===== src/rtl/map_tile_renderer_if.sv =====
// Synchronous read port into the 64x48 tile map RAM: the renderer drives the
// tile address and the RAM answers with the tile code one clock later.
interface map_tile_renderer_if;
  logic [11:0] map_rd_addr;
  logic [2:0]  map_rd_data;

  modport master (output map_rd_addr, input map_rd_data);
  modport slave  (input map_rd_addr, output map_rd_data);
endinterface


===== src/rtl/map_tile_renderer.sv =====
// VGA stage that replaces the pixel colour with the tile under the beam during
// GAME mode, with blinking player heads; timing is delayed by a fixed 3 clocks.
module map_tile_renderer #(
  parameter int TILE_SHIFT   = 4,
  parameter int BLINK_FRAMES = 15,
  parameter int HOR_PIX      = 1024,
  parameter int VER_PIX      = 768
) (
  input  logic                       clk,
  input  logic                       rst,
  input  logic [10:0]                i_hcount,
  input  logic [10:0]                i_vcount,
  input  logic                       i_hsync,
  input  logic                       i_vsync,
  input  logic                       i_hblnk,
  input  logic                       i_vblnk,
  input  logic [11:0]                i_rgb,
  input  logic [2:0]                 i_mode,
  input  logic [7:0]                 i_head1_x,
  input  logic [7:0]                 i_head1_y,
  input  logic [7:0]                 i_head2_x,
  input  logic [7:0]                 i_head2_y,
  map_tile_renderer_if.master        map_if,
  output logic [10:0]                o_hcount,
  output logic [10:0]                o_vcount,
  output logic                       o_hsync,
  output logic                       o_vsync,
  output logic                       o_hblnk,
  output logic                       o_vblnk,
  output logic [11:0]                o_rgb
);

  typedef enum logic [2:0] {
    MODE_START       = 3'd0,
    MODE_GAME        = 3'd1,
    MODE_PLAYER1_WIN = 3'd2,
    MODE_PLAYER2_WIN = 3'd3,
    MODE_GAME_OVER   = 3'd4
  } game_mode_e;

  typedef struct packed {
    logic [10:0] hcount;
    logic [10:0] vcount;
    logic        hsync;
    logic        vsync;
    logic        hblnk;
    logic        vblnk;
  } timing_t;

  localparam int CW = (BLINK_FRAMES > 1) ? $clog2(BLINK_FRAMES) : 1;

  logic          r_vsyncPrev;
  logic [CW-1:0] r_frameCnt;
  logic          r_blink;
  game_mode_e    r_mode;
  logic [7:0]    r_head1X, r_head1Y, r_head2X, r_head2Y;
  logic          w_vsRise;

  assign w_vsRise = i_vsync & ~r_vsyncPrev;

  // Frame-scoped state only moves on the vsync rising edge, so a whole frame
  // renders with one consistent mode, head set and blink phase.
  always_ff @(posedge clk or posedge rst) begin
    if (rst) begin
      r_vsyncPrev <= 1'b0;
      r_frameCnt  <= '0;
      r_blink     <= 1'b0;
      r_mode      <= MODE_START;
      r_head1X    <= '0;
      r_head1Y    <= '0;
      r_head2X    <= '0;
      r_head2Y    <= '0;
    end else begin
      r_vsyncPrev <= i_vsync;
      if (w_vsRise) begin
        r_mode   <= game_mode_e'(i_mode);
        r_head1X <= i_head1_x;
        r_head1Y <= i_head1_y;
        r_head2X <= i_head2_x;
        r_head2Y <= i_head2_y;
        if (r_frameCnt == CW'(BLINK_FRAMES - 1)) begin
          r_frameCnt <= '0;
          r_blink    <= ~r_blink;
        end else begin
          r_frameCnt <= r_frameCnt + CW'(1);
        end
      end
    end
  end

  function automatic logic headHit(input logic [7:0] hx, input logic [7:0] hy,
                                   input logic [5:0] tx, input logic [5:0] ty);
    return (hx < 8'd64) && (hy < 8'd48) &&
           (hx == {2'b00, tx}) && (hy == {2'b00, ty});
  endfunction

  logic [5:0] w_tileX, w_tileY;
  logic       w_onMap, w_highlight, w_game;

  assign w_tileX     = i_hcount[TILE_SHIFT +: 6];
  assign w_tileY     = i_vcount[TILE_SHIFT +: 6];
  assign w_onMap     = (i_hcount < 11'(HOR_PIX)) && (i_vcount < 11'(VER_PIX)) &&
                       !i_hblnk && !i_vblnk;
  assign w_highlight = r_blink && (headHit(r_head1X, r_head1Y, w_tileX, w_tileY) ||
                                   headHit(r_head2X, r_head2Y, w_tileX, w_tileY));
  assign w_game      = (r_mode == MODE_GAME);

  timing_t    r_tim0, r_tim1, r_tim2;
  logic [11:0] r_rgb0, r_rgb1, r_rgbOut;
  logic       r_onMap0, r_onMap1, r_game0, r_game1, r_hl0, r_hl1;
  logic [11:0] w_pixel;

  // Last stage: the RAM answer for the S0 address is valid now.
  always_comb begin
    w_pixel = 12'h000;
    if (r_onMap1) begin
      if (!r_game1) begin
        w_pixel = r_rgb1;
      end else if (r_hl1) begin
        w_pixel = 12'hfff;
      end else begin
        case (map_if.map_rd_data)
          3'd1:    w_pixel = 12'hf0f;
          3'd2:    w_pixel = 12'h0f0;
          3'd3:    w_pixel = 12'h00f;
          3'd4:    w_pixel = 12'hff0;
          default: w_pixel = 12'h000;
        endcase
      end
    end
  end

  always_ff @(posedge clk or posedge rst) begin
    if (rst) begin
      map_if.map_rd_addr <= '0;
      r_tim0   <= '0;
      r_tim1   <= '0;
      r_tim2   <= '0;
      r_rgb0   <= '0;
      r_rgb1   <= '0;
      r_rgbOut <= '0;
      r_onMap0 <= 1'b0;
      r_onMap1 <= 1'b0;
      r_game0  <= 1'b0;
      r_game1  <= 1'b0;
      r_hl0    <= 1'b0;
      r_hl1    <= 1'b0;
    end else begin
      map_if.map_rd_addr <= {w_tileY, w_tileX};
      r_tim0   <= {i_hcount, i_vcount, i_hsync, i_vsync, i_hblnk, i_vblnk};
      r_tim1   <= r_tim0;
      r_tim2   <= r_tim1;
      r_rgb0   <= i_rgb;
      r_rgb1   <= r_rgb0;
      r_rgbOut <= w_pixel;
      r_onMap0 <= w_onMap;
      r_onMap1 <= r_onMap0;
      r_game0  <= w_game;
      r_game1  <= r_game0;
      r_hl0    <= w_highlight;
      r_hl1    <= r_hl0;
    end
  end

  assign o_hcount = r_tim2.hcount;
  assign o_vcount = r_tim2.vcount;
  assign o_hsync  = r_tim2.hsync;
  assign o_vsync  = r_tim2.vsync;
  assign o_hblnk  = r_tim2.hblnk;
  assign o_vblnk  = r_tim2.vblnk;
  assign o_rgb    = r_rgbOut;

endmodule

===== src/flat_wrapper.sv =====
// flat-port wrapper written by rule: the top's interface ports become plain ports
module map_tile_renderer_flat 
#(
  parameter int TILE_SHIFT   = 4,
  parameter int BLINK_FRAMES = 15,
  parameter int HOR_PIX      = 1024,
  parameter int VER_PIX      = 768
)
  (clk, rst, i_hcount, i_vcount, i_hsync, i_vsync, i_hblnk, i_vblnk, i_rgb, i_mode, i_head1_x, i_head1_y, i_head2_x, i_head2_y, o_hcount, o_vcount, o_hsync, o_vsync, o_hblnk, o_vblnk, o_rgb, map_if_map_rd_addr, map_if_map_rd_data);
  map_tile_renderer_if map_if_i ();
  input  logic clk;
  input  logic rst;
  input  logic [10:0] i_hcount;
  input  logic [10:0] i_vcount;
  input  logic i_hsync;
  input  logic i_vsync;
  input  logic i_hblnk;
  input  logic i_vblnk;
  input  logic [11:0] i_rgb;
  input  logic [2:0] i_mode;
  input  logic [7:0] i_head1_x;
  input  logic [7:0] i_head1_y;
  input  logic [7:0] i_head2_x;
  input  logic [7:0] i_head2_y;
  output logic [10:0] o_hcount;
  output logic [10:0] o_vcount;
  output logic o_hsync;
  output logic o_vsync;
  output logic o_hblnk;
  output logic o_vblnk;
  output logic [11:0] o_rgb;
  output wire logic [$bits(map_if_i.map_rd_addr)-1:0] map_if_map_rd_addr;
  input wire logic [$bits(map_if_i.map_rd_data)-1:0] map_if_map_rd_data;
  assign map_if_map_rd_addr = map_if_i.map_rd_addr;
  assign map_if_i.map_rd_data = map_if_map_rd_data;
  map_tile_renderer #(.TILE_SHIFT(TILE_SHIFT), .BLINK_FRAMES(BLINK_FRAMES), .HOR_PIX(HOR_PIX), .VER_PIX(VER_PIX)) u_core (.clk(clk), .rst(rst), .i_hcount(i_hcount), .i_vcount(i_vcount), .i_hsync(i_hsync), .i_vsync(i_vsync), .i_hblnk(i_hblnk), .i_vblnk(i_vblnk), .i_rgb(i_rgb), .i_mode(i_mode), .i_head1_x(i_head1_x), .i_head1_y(i_head1_y), .i_head2_x(i_head2_x), .i_head2_y(i_head2_y), .map_if(map_if_i), .o_hcount(o_hcount), .o_vcount(o_vcount), .o_hsync(o_hsync), .o_vsync(o_vsync), .o_hblnk(o_hblnk), .o_vblnk(o_vblnk), .o_rgb(o_rgb));
endmodule

===== config.mk =====
export PLATFORM = sky130hd
export DESIGN_NAME = map_tile_renderer_flat
export DESIGN_NICKNAME = d
export VERILOG_FILES = /design/src/rtl/map_tile_renderer_if.sv /design/src/rtl/map_tile_renderer.sv /design/src/flat_wrapper.sv
export SDC_FILE = /design/constraint.sdc
export NUM_CORES = 1
export LEC_CHECK = 0
export BUFFER_PORTS_ARGS = -buffer_cell sky130_fd_sc_hd__buf_2
export CAP_MARGIN = 5
export CORE_MARGIN = 4
export CORE_UTILIZATION = 50
export DETAILED_ROUTE_END_ITERATION = 6
export GPL_TIMING_DRIVEN = 0
export PLACE_DENSITY_LB_ADDON = 0.3
export SLEW_MARGIN = 25
export SYNTH_ARGS = -nofsm -noshare
export SYNTH_HDL_FRONTEND = slang
export SYNTH_SLANG_ARGS = --single-unit

===== constraint.sdc =====
create_clock -name clk -period 6.18 [get_ports clk]
set_input_delay 0.618 -clock clk [delete_from_list [all_inputs] [get_ports clk]]
set_output_delay 0.618 -clock clk [all_outputs]
set_load 0.005 [all_outputs]

* After elaboration in Yosys (flattened, before gate mapping) *
Index checks and enable logic that the tools add are counted.

cells by class
  add/subtract/negate cells = 1
  multipliers = 0
  div/mod/pow operators = 0
  magnitude comparators = 6
  equal/unequal tests = 10
  shift operators = 0
  muxes and demuxes = 5
  bitwise operators = 3
  reduce and logical (&&, ||, !) cells = 14

operators by type and width
  operator                                                       number
  case mux 12 bit (4 select lines)                               1
  2-to-1 mux 12 bit                                              3
  == test 8 x 6 -> 1 bit                                         4
  less-than comparator 8 x 6 -> 1 bit (second input constant)    2
  less-than comparator 8 x 7 -> 1 bit (second input constant)    2
  less-than comparator 11 x 10 -> 1 bit (second input constant)  1
  less-than comparator 11 bit (second input constant)            1
  logical AND 1 bit                                              10
  == test 3 x 1 -> 1 bit (second input constant)                 2
  == test 3 x 2 -> 1 bit (second input constant)                 2
  adder 4 x 1 -> 4 bit (second input constant)                   1
  == test 4 bit (second input constant)                          1
  2-to-1 mux 4 bit                                               1
  == test 3 bit (second input constant)                          1
  logical NOT 1 bit                                              2
  NOT 1 bit                                                      2
  AND reduction 2 bit                                            1
  bitwise AND 1 bit                                              1
  logical OR 1 bit                                               1

storage, ports and cells
  register bits after elaboration = 172
  bits in latches = 0
  RAM bits = 0
  memory bits (read-only) = 0
  input port bits = 78
  memories = 0

* Logic depth before layout (Yosys ltp) *
Gate-level depths: netlist (run 1).

  depth in word-level cells = 6
  gate-level depth with buffers = 6
  depth with buffers taken out = 4

* Worst setup path before layout (run 1) *
Ideal clock, no wire load.

  kind = input to register
  from = input port i_vsync
  to = register u_core.r_head1X[0]
  setup time = 0.128 ns
  arrival = 1.436 ns
  data required time = 6.052 ns
  setup slack = 4.617 ns
  cell stages on the path = 4
  buffers on the path = 2
  cells stage by stage = nor2b_1 > clkbuf_1 > buf_2 > mux2_1

between the ends
  cells in the longest elaborated chain, start to end = 1

ends and longest elaborated chain
  what                  RTL line                 RTL
  start, declared       flat_wrapper.sv:16       input logic i_vsync;
  bitwise AND 1 bit     map_tile_renderer.sv:59  assign w_vsRise = i_vsync & ~r_vsyncPrev;
  end signal, assigned  map_tile_renderer.sv:77  r_head1X <= i_head1_x;
  end, declared         map_tile_renderer.sv:56  logic [7:0] r_head1X, r_head1Y, r_head2X, r_head2Y;

No other way between the ends.
A chain may end at the register's enable or synchronous reset.

* Worst setup path in the final report (run 1) *
  from = register u_core.map_if.map_rd_addr[7]
  to = output port map_if_map_rd_addr[7]

RTL lines
  what                    RTL line                   RTL
  start, declared         map_tile_renderer_if.sv:7  modport master (output map_rd_addr, input map_rd_data);
  start signal, assigned  map_tile_renderer.sv:149   map_if.map_rd_addr <= {w_tileY, w_tileX};
  end, declared           flat_wrapper.sv:32         output wire logic [$bits(map_if_i.map_rd_addr)-1:0] map_if_map_rd_addr;

No word-level cell between the ends.

==> run metrics, run 1 <==
min Tclk post-route=approximately 1.8 ns; Die W=109 microns; Seq/Total Area, Yosys=78.7%; synth top area cells=dfrtp_1 79%, mux2_1 7.7%, xor2_1 4.3%; Clk pin slew, worst setup/hold paths=about 0.06 ns; DR pass1 iterations=4; Die Ht=roughly 110 microns; # rows=36; dpl cells=570; crit path from=u_core.map_if.map_rd_addr[7]; Initial DRC Count=98; max-slew violations=0; GRT overflow=0; final cell count without fillers=602; Post-synth EDFFs=0; max_cap viols=0; DP HPWL=6.53 mm; WP data required=5.56 ns; n_diodes=0; via count=between 2,000 and 3,000; Final #Nets=534; Area after DPL=0.00593 sq mm; worst skew pair latency=between 0.5 and 0.6 ns; CP Cell Sequence=buf_4 > buf_2; CTS tree=yes; synthesis-stage register bit count=160; initial core utilization=51.6%; input/output buffers=127; commonest cells in the netlist=160 x dfrtp_1, 35 x mux2_1, 25 x nor2_1, 25 x xor2_1, 12 x buf_4; postcts setup bufs=0; slowest CP cell=dfrtp_1; Final Cell Area=0.00651 sq mm; worst-margin pin slew=0.484 ns; CP Launch Type=flop; global-route wire length before repair=15.4 mm; Yosys top cell by area=dfrtp_1; vias in the first global route=just over 3,000; share of the synthesized area in the top cell type=between 70% and 80%; Post-synth top flop=dfrtp_1; critical path peak fanout=2; Syn. warnings=0; clk_skew=~0.0069 ns; drt total wl=around 9.6 mm; fin crit share=29.2%; outcome=completed; Critical Path Sink=map_if_map_rd_addr[7]; largest net degree at the start of global routing=90; CP arrival=between 1 and 1.5 ns; flop2flop setup slack=4.68 ns; Placer Congestion=0.709; PD cells=364 mW/mm^2; ys async rst share=100%; area delta synth->final=27.9%; final hold vios=0; Worst R2R Path Depth=4; Leak Pwr=3.17 nW; top-count cell post-synth=dfrtp_1; Cells after Synth=just over 300; Synth cell types=25; I/O Pins=about 130; FF-to-FF Start=u_core.r_vsyncPrev; endpoint class of the critical path=primary output; syn_area_per_cell=16.5 sq um; Core Area=0.00986 sq mm; worst-case clock buffer depth=2; cts hold-fix bufs=0; CTS Buf Count=17; CP Class=flop to primary output; die area=0.0119 sq mm; Post-DRT Antenna Nets=0; r2r endpoint=u_core.r_head2X[4]; Cell Area, Synth=about 0.0051 sq mm; post-CTS sizing=0; Routed wire per std cell=15.9 microns; Final Setup Violations=0; worst hold path type=input pin to async pin; vias per cell=4.67; layout cell share with drive strength beyond 1=between 30% and 40%; Clock Tree Root=clkbuf_8; crit-path max cell delay=about 0.41 ns; FMAX=555 MHz; GRT Util Overall=roughly 18%; initial antenna violation count=0; sinks on the clock net=160; DRC violations left=0; Slew HR=67.7%; H-tree Lvls=4; Synth Net Count=~390; RSZ-0062 raised after global routing=false; number of fill cells in the layout=between 700 and 800; Max VDD drop=0.150 mV
-- worst min-delay path by stage --
stage | endpoint | slack, ns | cells after the start
global route | u_core.o_vblnk | 0.16 | 2
finish | u_core.r_tim0[4] | 0.13 | 2
detailed placement | u_core.o_hcount[10] | 0.33 | 0
floorplan | u_core.o_hblnk | 0.33 | 0
CTS | u_core.o_hblnk | 0.14 | 2
global placement | u_core.o_hcount[2] | 0.33 | 0
-- flip-flops by register name, indices dropped and copies added, names as in the netlist, 3 cells and up --
| register | count |
|---|---|
| u_core.o_hcount | 11 |
| u_core.r_head2Y | 8 |
| u_core.r_mode | 3 |
| u_core.r_head1X | 8 |
| u_core.r_rgb1 | 12 |
| u_core.r_head2X | 8 |
| u_core.r_tim1 | 26 |
| u_core.map_if.map_rd_addr | 11 |
| u_core.r_head1Y | 8 |
| u_core.r_frameCnt | 4 |
| u_core.o_rgb | 12 |
| u_core.r_tim0 | 14 |
| u_core.o_vcount | 11 |
| u_core.r_rgb0 | 12 |
-- report_power, final --
part | switching, mW | internal (mW)
combinational | 0.0863 | 0.0829
clock | 0.401 | 0.618
sequential | 0.0490 | 1.13
-- worst max-delay path, delay by kind of cell (launching register included) --
family	cells	cell delay (ns)
flip-flops	1	0.41
buffers and inverters	2	0.25
-- kinds of logic (layout without fill, tap and decap cells) --
family / count (synthesis) / after routing / share of synthesized area, %
multiplexers: 35 / 35 / 7.74
XOR/XNOR: 27 / 27 / 4.65
AO/OA/AOI/OAI: 13 / 13 / 1.43
AND/OR/NAND/NOR: 53 / 53 / 4.99
flip-flops: 160 / 160 / 78.7
buffers and inverters: 21 / 181 / 2.53
-- cell type report --
cell class	count	area (sq um)	share of cell area [%]
Multi-Input combinational cell	128	957	14.7
Timing Repair Buffer	128	663	10.2
Sequential cell	160	4000	61.5
Clock inverter	12	159	2.44
Buffer	18	118	1.81
Inverter	3	18.8	0.288
Tap cell	133	166	2.56
Clock buffer	20	425	6.53
-- metal layers --
layer	share of wire (%)	wire (microns)	vias to the layer above	global-route usage (%)
li1	-	-	1301	-
met1	42	3970	1403	21.7
met2	51	4840	94	29.8
met3	6.7	636	12	5.86
met4	1.2	116	0	7.03
met5	0	0	-	0
-- through the flow --
stage	utilization [%]	power (mW)	hold slack [ns]	TNS, ns	worst slack [ns]
2_1_floorplan	-	1.29	0.331	0	1.24
3_3_place_gp	59.7	1.36	0.332	-15.89	-0.103
3_5_place_dp	60.1	1.37	0.335	0	4.32
4_1_cts	66.0	2.40	0.142	0	4.35
5_1_grt	66.0	2.48	0.164	0	4.34
6_report	66.0	2.37	0.132	0	4.38
-- placed cells by master, fill, tap and decap left out, types with 5 or more instances in the layout --
cell type and count:
dfrtp_1 160, buf_2 131, mux2_1 35, nor2_1 25
xor2_1 25, clkbuf_16 16, buf_4 12, nand2_1 8
o21ai_1 5, nor4_1 5
Power figures use the tool's default switching activity.
==> run 2: changes to the inputs <==
--- a/config.mk
+++ b/config.mk
@@ -8,7 +8,7 @@
 export BUFFER_PORTS_ARGS = -buffer_cell sky130_fd_sc_hd__buf_2
 export CAP_MARGIN = 5
 export CORE_MARGIN = 4
-export CORE_UTILIZATION = 50
+export CORE_UTILIZATION = 47
 export DETAILED_ROUTE_END_ITERATION = 6
 export GPL_TIMING_DRIVEN = 0
 export PLACE_DENSITY_LB_ADDON = 0.3
==> constraint.sdc (replaced) <==
create_clock -name clk -period 1.5 [get_ports clk]
set_input_delay 0.15 -clock clk [delete_from_list [all_inputs] [get_ports clk]]
set_output_delay 0.15 -clock clk [all_outputs]
set_load 0.005 [all_outputs]
==> run 2 against run 1 <==
Compared with the run above: routed wire length is 14% higher; cell area is 13% higher; final cell count is 13% higher; sequential cell count stayed put; die area is 5.9% higher; count of clock-buffer cells in the layout is 1 lower; non-clock buffer count is 78 higher; global-route usage is 0.71 points higher; clock skew is 0.00052 ns higher; critical path type is now flop to flop; largest cell class unchanged.
==> run metrics, run 2 (synthesis gave the netlist of run 1 again) <==
Routed wire per std cell=16.0 microns (was 15.9 microns); Clock Tree Root=clkbuf_8 (unchanged); HP Start=map_if_map_rd_data[1]; CTS Buf Count=17 (unchanged); via count=3,139 (was 2,810); die area=0.0126 sq mm (was 0.0119 sq mm); Max VDD drop=0.712 mV (was 0.150 mV); Initial DRC Count=126 (was 98); Leak Pwr=3.52 nW (was 3.17 nW); Final Setup Violations=0 (unchanged); FF-to-FF Start=u_core.r_head2Y[4] (was u_core.r_vsyncPrev); fin crit share=93.1%; Die W=112 microns (was 109 microns); n_diodes=0 (unchanged); Placer Congestion=0.769 (was 0.709); outcome=completed (unchanged); sinks on the clock net=160 (unchanged); worst hold path type=input pin to flop (was input pin to async pin); Largest register FFs=26 (unchanged); commonest non-fill, non-tap cell in the layout=dfrtp_1 (unchanged); global-route wire length before repair=17.9 mm (was 15.4 mm); CP Class=flop to flop (was flop to primary output); PD cells=1350 mW/mm^2 (was 364 mW/mm^2); GRT overflow=0 (unchanged); vias in the first global route=3,629 (was 3,017); H-tree Lvls=4 (unchanged); Biggest register=u_core.r_tim1 (unchanged); Final TNS setup=0 ns (unchanged); FMAX=716 MHz; postcts setup bufs=0 (unchanged); crit path from=u_core.r_head2Y[4] (was u_core.map_if.map_rd_addr[7]); max-slew violations=0 (unchanged); max_cap viols=0 (unchanged); commonest non-fill, non-tap cells in the layout=160 x dfrtp_1, 127 x buf_2, 74 x dlygate4sd3_1 (was 160 x dfrtp_1, 131 x buf_2, 35 x mux2_1); worst-margin pin slew=0.472 ns (was 0.484 ns); RSZ-0062 raised after global routing=false (unchanged); crit-path max cell delay=0.43 ns (was 0.41 ns); final cell count without fillers=683 (was 602); DR pass1 iterations=6 (was 4); input/output buffers=127 (unchanged); largest net degree at the start of global routing=33 (was 90); vias per cell=4.60 (was 4.67); GRT Util Overall=18.6% (was 17.9%); Reg area=0.00400 sq mm (unchanged); Core Area=0.0104 sq mm (was 0.00986 sq mm); drt total wl=10.9 mm (was 9.56 mm); I/O Pins=128 (unchanged); DP HPWL=6.99 mm (was 6.53 mm); final hold vios=0 (unchanged); initial core utilization=48.9% (was 51.6%); area of the multi-input gates=957 sq um (unchanged); # rows=37 (was 36); Final #Nets=612 (was 534); final core utilization=70.5% (was 66.0%); CP arrival=1.83 ns (was 1.18 ns); initial antenna violation count=0 (unchanged); worst-case clock buffer depth=2 (unchanged); endpoint class of the critical path=flop (was primary output); Post-DRT Antenna Nets=0 (unchanged); critical path peak fanout=3 (was 2); CP Launch Type=flop (unchanged); WP data required=1.93 ns (was 5.56 ns); Slew HR=68.4% (was 67.7%); area delta synth->final=44.2% (was 27.9%); number of fill cells in the layout=709 (was 712); clk_skew=0.00739 ns (was 0.00687 ns); slowest CP cell=nor4_1 (was dfrtp_1); CP Cell Sequence=xor2_1 > nor4_1 > nand4_1 > a21boi_1 (was buf_4 > buf_2); biggest registers after layout=u_core.r_tim1 (26), u_core.r_tim0 (14) (unchanged); min Tclk post-route=1.40 ns; layout cell share with drive strength beyond 1=33.3% (was 37.3%); dpl cells=577 (was 570); worst skew pair latency=0.51 ns (was 0.52 ns); CTS tree=yes (unchanged); Die Ht=112 microns (was 109 microns); DRC violations left=0 (unchanged); Clk pin slew, worst setup/hold paths=0.06 ns (about the same)
==> run 2: changes by cell type in the layout (fill, tap and decap cells not counted), sizes merged <==
cell         before  now
dlygate4sd3       0   74
inv               5    7
bufinv            3    2
buf             145  148
clkinvlp          2    3
clkinv            5    4
==> run 2: stage by stage <==
stage	power, mW	hold slack, ns	instance area (sq um)	setup WS [ns]
4_1_cts	10.0	-0.167	7320	-0.0108
6_report	9.93	0.0632	7340	0.104
3_3_place_gp	5.59	0.258	5900	-1.45
5_1_grt	10.4	0.0818	7340	0.00754
2_1_floorplan	5.30	0.181	5090	-0.679
3_5_place_dp	5.68	0.194	6010	0.00258
==> run 2: path summary, 6_finish.rpt <==
kind                                                 to  slack, ns  cells after the start
hold reg to reg                        u_core.r_rgb1[5]       0.34                      0
setup / recovery                           u_core.r_hl0       0.10                      4
max in group asynchronous  u_core.map_if.map_rd_addr[9]       0.34                      6
hold / removal                         u_core.o_rgb[10]       0.06                      4
min in group asynchronous              u_core.r_tim0[3]       0.21                      3
setup reg to reg                           u_core.r_hl0       0.10                      4
==> run 2: layout make-up <==
type                            count  share of cell area [%]
Sequential cell                   160                    54.5
Timing Repair Buffer              206                    20.2
Multi-Input combinational cell    128                    13.0
Clock buffer                       19                    5.88
Tap cell                          136                    2.32
Clock inverter                     13                    2.06
Buffer                             18                    1.76
Inverter                            3                   0.204
==> run 2: report_power, final <==
group | switching, mW | internal (mW)
Sequential | 0.207 | 4.66
Clock | 1.72 | 2.45
Combinational | 0.406 | 0.491
Total | 2.34 | 7.60
==> run 2: metal layers <==
layer | vias to the layer above | routed length [microns] | global-route usage [%] | share of wire, %
met5 | - | 0 | 0 | 0
met4 | 0 | 165 | 6.65 | 1.5
met3 | 17 | 611 | 5.28 | 5.6
met2 | 106 | 5930 | 33.8 | 54
met1 | 1562 | 4200 | 21.0 | 39
li1 | 1454 | - | - | -
==> run 2: worst max-delay path, delay by kind of cell (launching register included) <==
family | cells | cell delay [ns]
AOI/OAI and AO/OA | 1 | 0.15
DFF | 1 | 0.41
and+or+nand+nor | 2 | 0.59
xor gates and xnor gates | 1 | 0.17
==> run 2: timing repair <==
action / in CTS / in global routing
setup endpoints to repair: 13 / 35
hold endpoints to repair: 173 / 1
hold buffers: 73 / 1
gates resized for setup: 0 / 8
